==> config.mk <==
export PLATFORM = sky130hd
export DESIGN_NAME = dreg_pipe_flat
export DESIGN_NICKNAME = d
export VERILOG_FILES = /design/src/rtl/dreg_pkg.sv /design/src/rtl/dreg_pipe_if.sv /design/src/rtl/dreg_stage.sv /design/src/rtl/dreg_pipe.sv /design/src/flat_wrapper.sv
export SDC_FILE = /design/constraint.sdc
export NUM_CORES = 1
export LEC_CHECK = 0
export ABC_AREA = 1
export ABC_CLOCK_PERIOD_IN_PS = 1300
export CORE_MARGIN = 5
export CORE_UTILIZATION = 39
export DETAILED_ROUTE_END_ITERATION = 8
export GPL_TIMING_DRIVEN = 1
export PLACE_DENSITY = 0.79
export SYNTH_ARGS = -nofsm -noshare
export SYNTH_HDL_FRONTEND = slang
export SYNTH_SLANG_ARGS = --single-unit
==> constraint.sdc <==
create_clock -name clk -period 1.3 [get_ports clk]
set_input_delay 0.39 -clock clk [delete_from_list [all_inputs] [get_ports clk]]
set_output_delay 0.39 -clock clk [all_outputs]
set_load 0.05 [all_outputs]
==> src/rtl/dreg_pkg.sv <==
// Shared definitions for the dreg_pipe pipeline register: count-width helper
// and the default value loaded into stage data on reset and flush.
package dreg_pkg;

    localparam int unsigned DEFAULT_RESET_VAL = 0;

    // Smallest w with 2**w >= value, never below 1 so a count port always exists.
    function automatic int clog2(input int value);
        int w;
        w = 0;
        while ((1 << w) < value) begin
            w++;
        end
        return (w < 1) ? 1 : w;
    endfunction

endpackage

==> src/rtl/dreg_pipe_if.sv <==
// Valid/ready handshake bundle for dreg_pipe: upstream push side and
// downstream pop side grouped together.
interface dreg_pipe_if #(
    parameter int WIDTH = 4
);
    logic             in_valid;
    logic             in_ready;
    logic [WIDTH-1:0] in_data;
    logic             out_valid;
    logic             out_ready;
    logic [WIDTH-1:0] out_data;

    modport master (
        output in_valid, in_data, out_ready,
        input  in_ready, out_valid, out_data
    );

    modport slave (
        input  in_valid, in_data, out_ready,
        output in_ready, out_valid, out_data
    );
endinterface

==> src/rtl/dreg_stage.sv <==
// One pipeline stage: valid bit plus data register with load enable.
// Data only updates when a valid item is loaded, so empty stages keep their last value.
module dreg_stage
    import dreg_pkg::*;
#(
    parameter int               WIDTH     = 4,
    parameter logic [WIDTH-1:0] RESET_VAL = WIDTH'(DEFAULT_RESET_VAL)
) (
    input  logic             clk,
    input  logic             rst,
    input  logic             flush,
    input  logic             i_load,
    input  logic             i_valid,
    input  logic [WIDTH-1:0] i_data,
    output logic             o_valid,
    output logic [WIDTH-1:0] o_data
);
    logic             r_valid;
    logic [WIDTH-1:0] r_data;

    // NOTE: non-blocking assignments keep every stage sampling the pre-edge
    // value of its neighbour, which is what makes the chain shift by one.
    always_ff @(posedge clk) begin
        if (rst || flush) begin
            r_valid <= 1'b0;
            r_data  <= RESET_VAL;
        end else if (i_load) begin
            r_valid <= i_valid;
            if (i_valid) begin
                r_data <= i_data;
            end
        end
    end

    assign o_valid = r_valid;
    assign o_data  = r_data;
endmodule

==> src/rtl/dreg_pipe.sv <==
// Parametrised pipeline register: DEPTH valid/data stages with a combinational
// ready chain (bubble collapsing), synchronous flush and an occupancy count.
module dreg_pipe
    import dreg_pkg::*;
#(
    parameter int               WIDTH     = 4,
    parameter int               DEPTH     = 2,
    parameter logic [WIDTH-1:0] RESET_VAL = WIDTH'(DEFAULT_RESET_VAL)
) (
    input  logic                       clk,
    input  logic                       rst,
    input  logic                       flush,
    dreg_pipe_if.slave                 bus,
    output logic [clog2(DEPTH+1)-1:0]  count
);
    localparam int CW = clog2(DEPTH + 1);

    logic [DEPTH-1:0] w_v;
    logic [DEPTH-1:0] w_rdy;
    logic [WIDTH-1:0] w_d [DEPTH];
    logic             w_in_ready;
    logic             w_push;
    logic             w_pop;
    logic [CW-1:0]    r_count;

    // A stage may load if it is empty or everything downstream of it can move.
    always_comb begin : ready_chain
        logic w_chain;
        // NOTE: blocking assignments with a default first: the chain value
        // ripples within one evaluation and no bit is left unassigned (no latch).
        w_rdy   = '0;
        w_chain = bus.out_ready;
        for (int i = DEPTH - 1; i >= 0; i--) begin
            w_chain  = ~w_v[i] | w_chain;
            w_rdy[i] = w_chain;
        end
    end

    assign w_in_ready    = w_rdy[0] & ~flush & ~rst;
    assign bus.in_ready  = w_in_ready;
    assign bus.out_valid = w_v[DEPTH-1] & ~flush & ~rst;
    assign bus.out_data  = rst ? RESET_VAL : w_d[DEPTH-1];

    assign w_push = bus.in_valid & w_in_ready;
    assign w_pop  = bus.out_valid & bus.out_ready;

    for (genvar i = 0; i < DEPTH; i++) begin : g_stage
        logic             w_vin;
        logic [WIDTH-1:0] w_din;

        if (i == 0) begin : g_head
            assign w_vin = w_push;
            assign w_din = bus.in_data;
        end else begin : g_body
            assign w_vin = w_v[i-1];
            assign w_din = w_d[i-1];
        end

        dreg_stage #(
            .WIDTH     (WIDTH),
            .RESET_VAL (RESET_VAL)
        ) u_stage (
            .clk     (clk),
            .rst     (rst),
            .flush   (flush),
            .i_load  (w_rdy[i]),
            .i_valid (w_vin),
            .i_data  (w_din),
            .o_valid (w_v[i]),
            .o_data  (w_d[i])
        );
    end

    always_ff @(posedge clk) begin
        if (rst || flush) begin
            r_count <= '0;
        end else if (w_push && !w_pop) begin
            r_count <= r_count + CW'(1);
        end else if (w_pop && !w_push) begin
            r_count <= r_count - CW'(1);
        end
    end

    assign count = r_count;
endmodule

==> src/flat_wrapper.sv <==
// flat-port wrapper written by rule: the top's interface ports become plain ports
module dreg_pipe_flat import dreg_pkg::*;
#(
    parameter int               WIDTH     = 4,
    parameter int               DEPTH     = 2,
    parameter logic [WIDTH-1:0] RESET_VAL = WIDTH'(DEFAULT_RESET_VAL)
)
  (clk, rst, flush, count, bus_in_valid, bus_in_data, bus_out_ready, bus_in_ready, bus_out_valid, bus_out_data);
  dreg_pipe_if #(.WIDTH(WIDTH)) bus_i ();
  input  logic clk;
  input  logic rst;
  input  logic flush;
  output logic [clog2(DEPTH+1)-1:0] count;
  input wire logic [$bits(bus_i.in_valid)-1:0] bus_in_valid;
  input wire logic [$bits(bus_i.in_data)-1:0] bus_in_data;
  input wire logic [$bits(bus_i.out_ready)-1:0] bus_out_ready;
  output wire logic [$bits(bus_i.in_ready)-1:0] bus_in_ready;
  output wire logic [$bits(bus_i.out_valid)-1:0] bus_out_valid;
  output wire logic [$bits(bus_i.out_data)-1:0] bus_out_data;
  assign bus_i.in_valid = bus_in_valid;
  assign bus_i.in_data = bus_in_data;
  assign bus_i.out_ready = bus_out_ready;
  assign bus_in_ready = bus_i.in_ready;
  assign bus_out_valid = bus_i.out_valid;
  assign bus_out_data = bus_i.out_data;
  dreg_pipe #(.WIDTH(WIDTH), .DEPTH(DEPTH), .RESET_VAL(RESET_VAL)) u_core (.clk(clk), .rst(rst), .flush(flush), .bus(bus_i), .count(count));
endmodule
==> results.cfg <==
[status]
outcome = finished with violations
violations = negative setup slack

[sta]
period_share_pct = 109
max_freq_mhz = 707
fin_skew_ps = 11.9
finalSetupViolCount = 3
rsz0062_at_grt = yes
holdWs_ps = 456
drv_slew = 0
worstMarginPinSlew_ps = 170
fin_crit_ps = 1420
relSlewSlack_pct = 88.6
final-hold-violation-count = 0
setup_ws_ps = -115

[cts]
hold_buffers = 0
clock_sinks = 12
clk_pin_slew_ps = 80
clock_path_buffers = 2
clockRootBuffer = clkbuf_4
htreeDepth = 1
numCtsBuffers = 3
cts_tree = done
insertion_delay_ps = 280

[floorplan]
fp.dieW_um = 47.5
die_area_um2 = 2250
core_area_um2 = 1320
start_util_pct = 41.6
chipHeight_um = 47.5
rows = 13
io_pins = 17

[worst_setup_path]
crit_fanout = 2
reg2reg_slack_ps = 0
ff2ff_path_depth = 10
startpoint = u_core.g_stage[0].u_stage.o_valid
r2r_end = u_core.count[1]
startpoint_type = flop
crit_arrival_ps = 1030
r2r_start = u_core.g_stage[0].u_stage.o_valid
worstPathRequired_ps = 910
critPathCaptureType = primary output
critPathKind = reg -> out

[hold_path]
hold_class = in -> reg
hold_path_startpoint = flush
holdPathStages = 5
worst_hold_path.endpoint = u_core.g_stage[0].u_stage.o_valid

[finish]
seq_area_um2 = 250
area_growth_pct = 87.9
drive_gt1_share_pct = 52.7
final_cell_area_um2 = 1030
final_core_util_pct = 78.2
num_antenna_cells = 0
layout.cells.non_filler = 125
multi_input_area_um2 = 305
fill_cells = 82
nets = 121
final_cell_mix = nand2_1, buf_4, nor2_1

[power]
p_total_w = 0.000810
p_per_area_nw_per_um2 = 786
ir_drop_mv = 0.677
cellLeakagePower_nw = 0.427

[drt]
num_vias = 561
viasPerCell = 4.49
drc = 0
postRouteAntennaNets = 0
wirelength_um = 1260
first_iter_violations = 8
routedWlPerCell_um = 10.0
drt-pass1-iter-count = 4

[global_route]
grt_overflow_total = 0
grt_max_degree = 9
antenna_found_initial = 0
grt_pass1_vias = 594
track_usage_pct = 14.7
grt_first_pass_wirelength_um = 2260

[placed_design]
io_buffers = 16
placed_cells = 117
place.gp.congestion = 0.668
hpwl_um = 1020
placed_area_um2 = 922

[synthesis]
yosysSeqAreaShare_pct = 43.8
netlist_area_um2 = 548
syn_nets = 86
yosysUniqueCellTypes = 16
ys_ff_latch = 12
syn_inst = 76
yosys_warnings = 0
syn_avg_cell_area_um2 = 7.21

[job]
drv_cap = 0
how the worst max path moves through the flow:
| stage | slack (ps) | to |
|---|---|---|
| 6_report | -120 | bus_in_ready |
| 5_1_grt | -160 | bus_out_valid |
| 4_1_cts | -120 | bus_in_ready |
| 3_5_place_dp | -610 | u_core.count[1] |
| 3_3_place_gp | -550 | u_core.count[1] |
| 2_1_floorplan | -340 | u_core.count[1] |
stage by stage:
stage	setup WS [ps]	setup TNS [ps]
2_1_floorplan	-337	-590
3_3_place_gp	-552	-6170
3_5_place_dp	-607	-6660
4_1_cts	-124	-322
5_1_grt	-163	-485
6_report	-115	-213
state kept, by name, summed over array words and instances, names as in the netlist:
register                        count
u_core.count                        2
u_core.g_stage.u_stage.o_valid      2
u_core.g_stage.u_stage.o_data       8
cell type report:
type,instances,share of cell area [%]
flip-flops and latches,12,24.3
clock buffers,4,3.52
well taps,15,1.82
repair buffers,31,34.6
inverters,15,6.08
multi-input cells,48,29.6
cell families after synthesis:
group,after synthesis,synth area share (%)
and+or+nand+nor,39,33.8
buffers and inverters,16,12.8
adders and majority gates,1,2.28
DFF,12,43.8
AOI/OAI and AO/OA,8,7.30
worst max-delay path, stage by stage (launching register included):
cell and delay, ps:
dfxtp_2 360, nand3_4 90, nand2_4 70, clkinvlp_4 80, buf_12 150
metal layers:
metal | vias to the layer above | global-route usage [%] | wire [um]
met5 | - | 0 | 0
met3 | 5 | 2.63 | 89
met2 | 16 | 26.7 | 657
li1 | 303 | - | -
met1 | 237 | 15.1 | 471
met4 | 0 | 9.94 | 39
report_power, final:
| part | internal, W | switching (W) | leakage, nW |
|---|---|---|---|
| sequential | 0.000374 | 0.00000576 | 0.101 |
| combinational | 0.0000726 | 0.0000632 | 0.306 |
| clock | 0.000170 | 0.000124 | 0.0210 |
| total | 0.000617 | 0.000193 | 0.427 |
cell usage after synthesis, drive strengths merged:
library cell | number | area [um^2]
ha | 1 | 12.5
inv | 15 | 58.8
a21oi | 3 | 15.0
nor2 | 15 | 63.8
buf | 1 | 11.3
nand4 | 1 | 6.26
nand2 | 16 | 62.6
o21ai | 5 | 25.0
nand3 | 7 | 52.6
dfxtp | 12 | 240
repair_timing:
item / in CTS / in global routing
resized for setup: 34 / 3
endpoints found under the setup margin: 12 / 8
pin swaps: 8 / 7
buffers inserted: 4 / 0
Note: power is estimated with default switching activity, not from simulation.
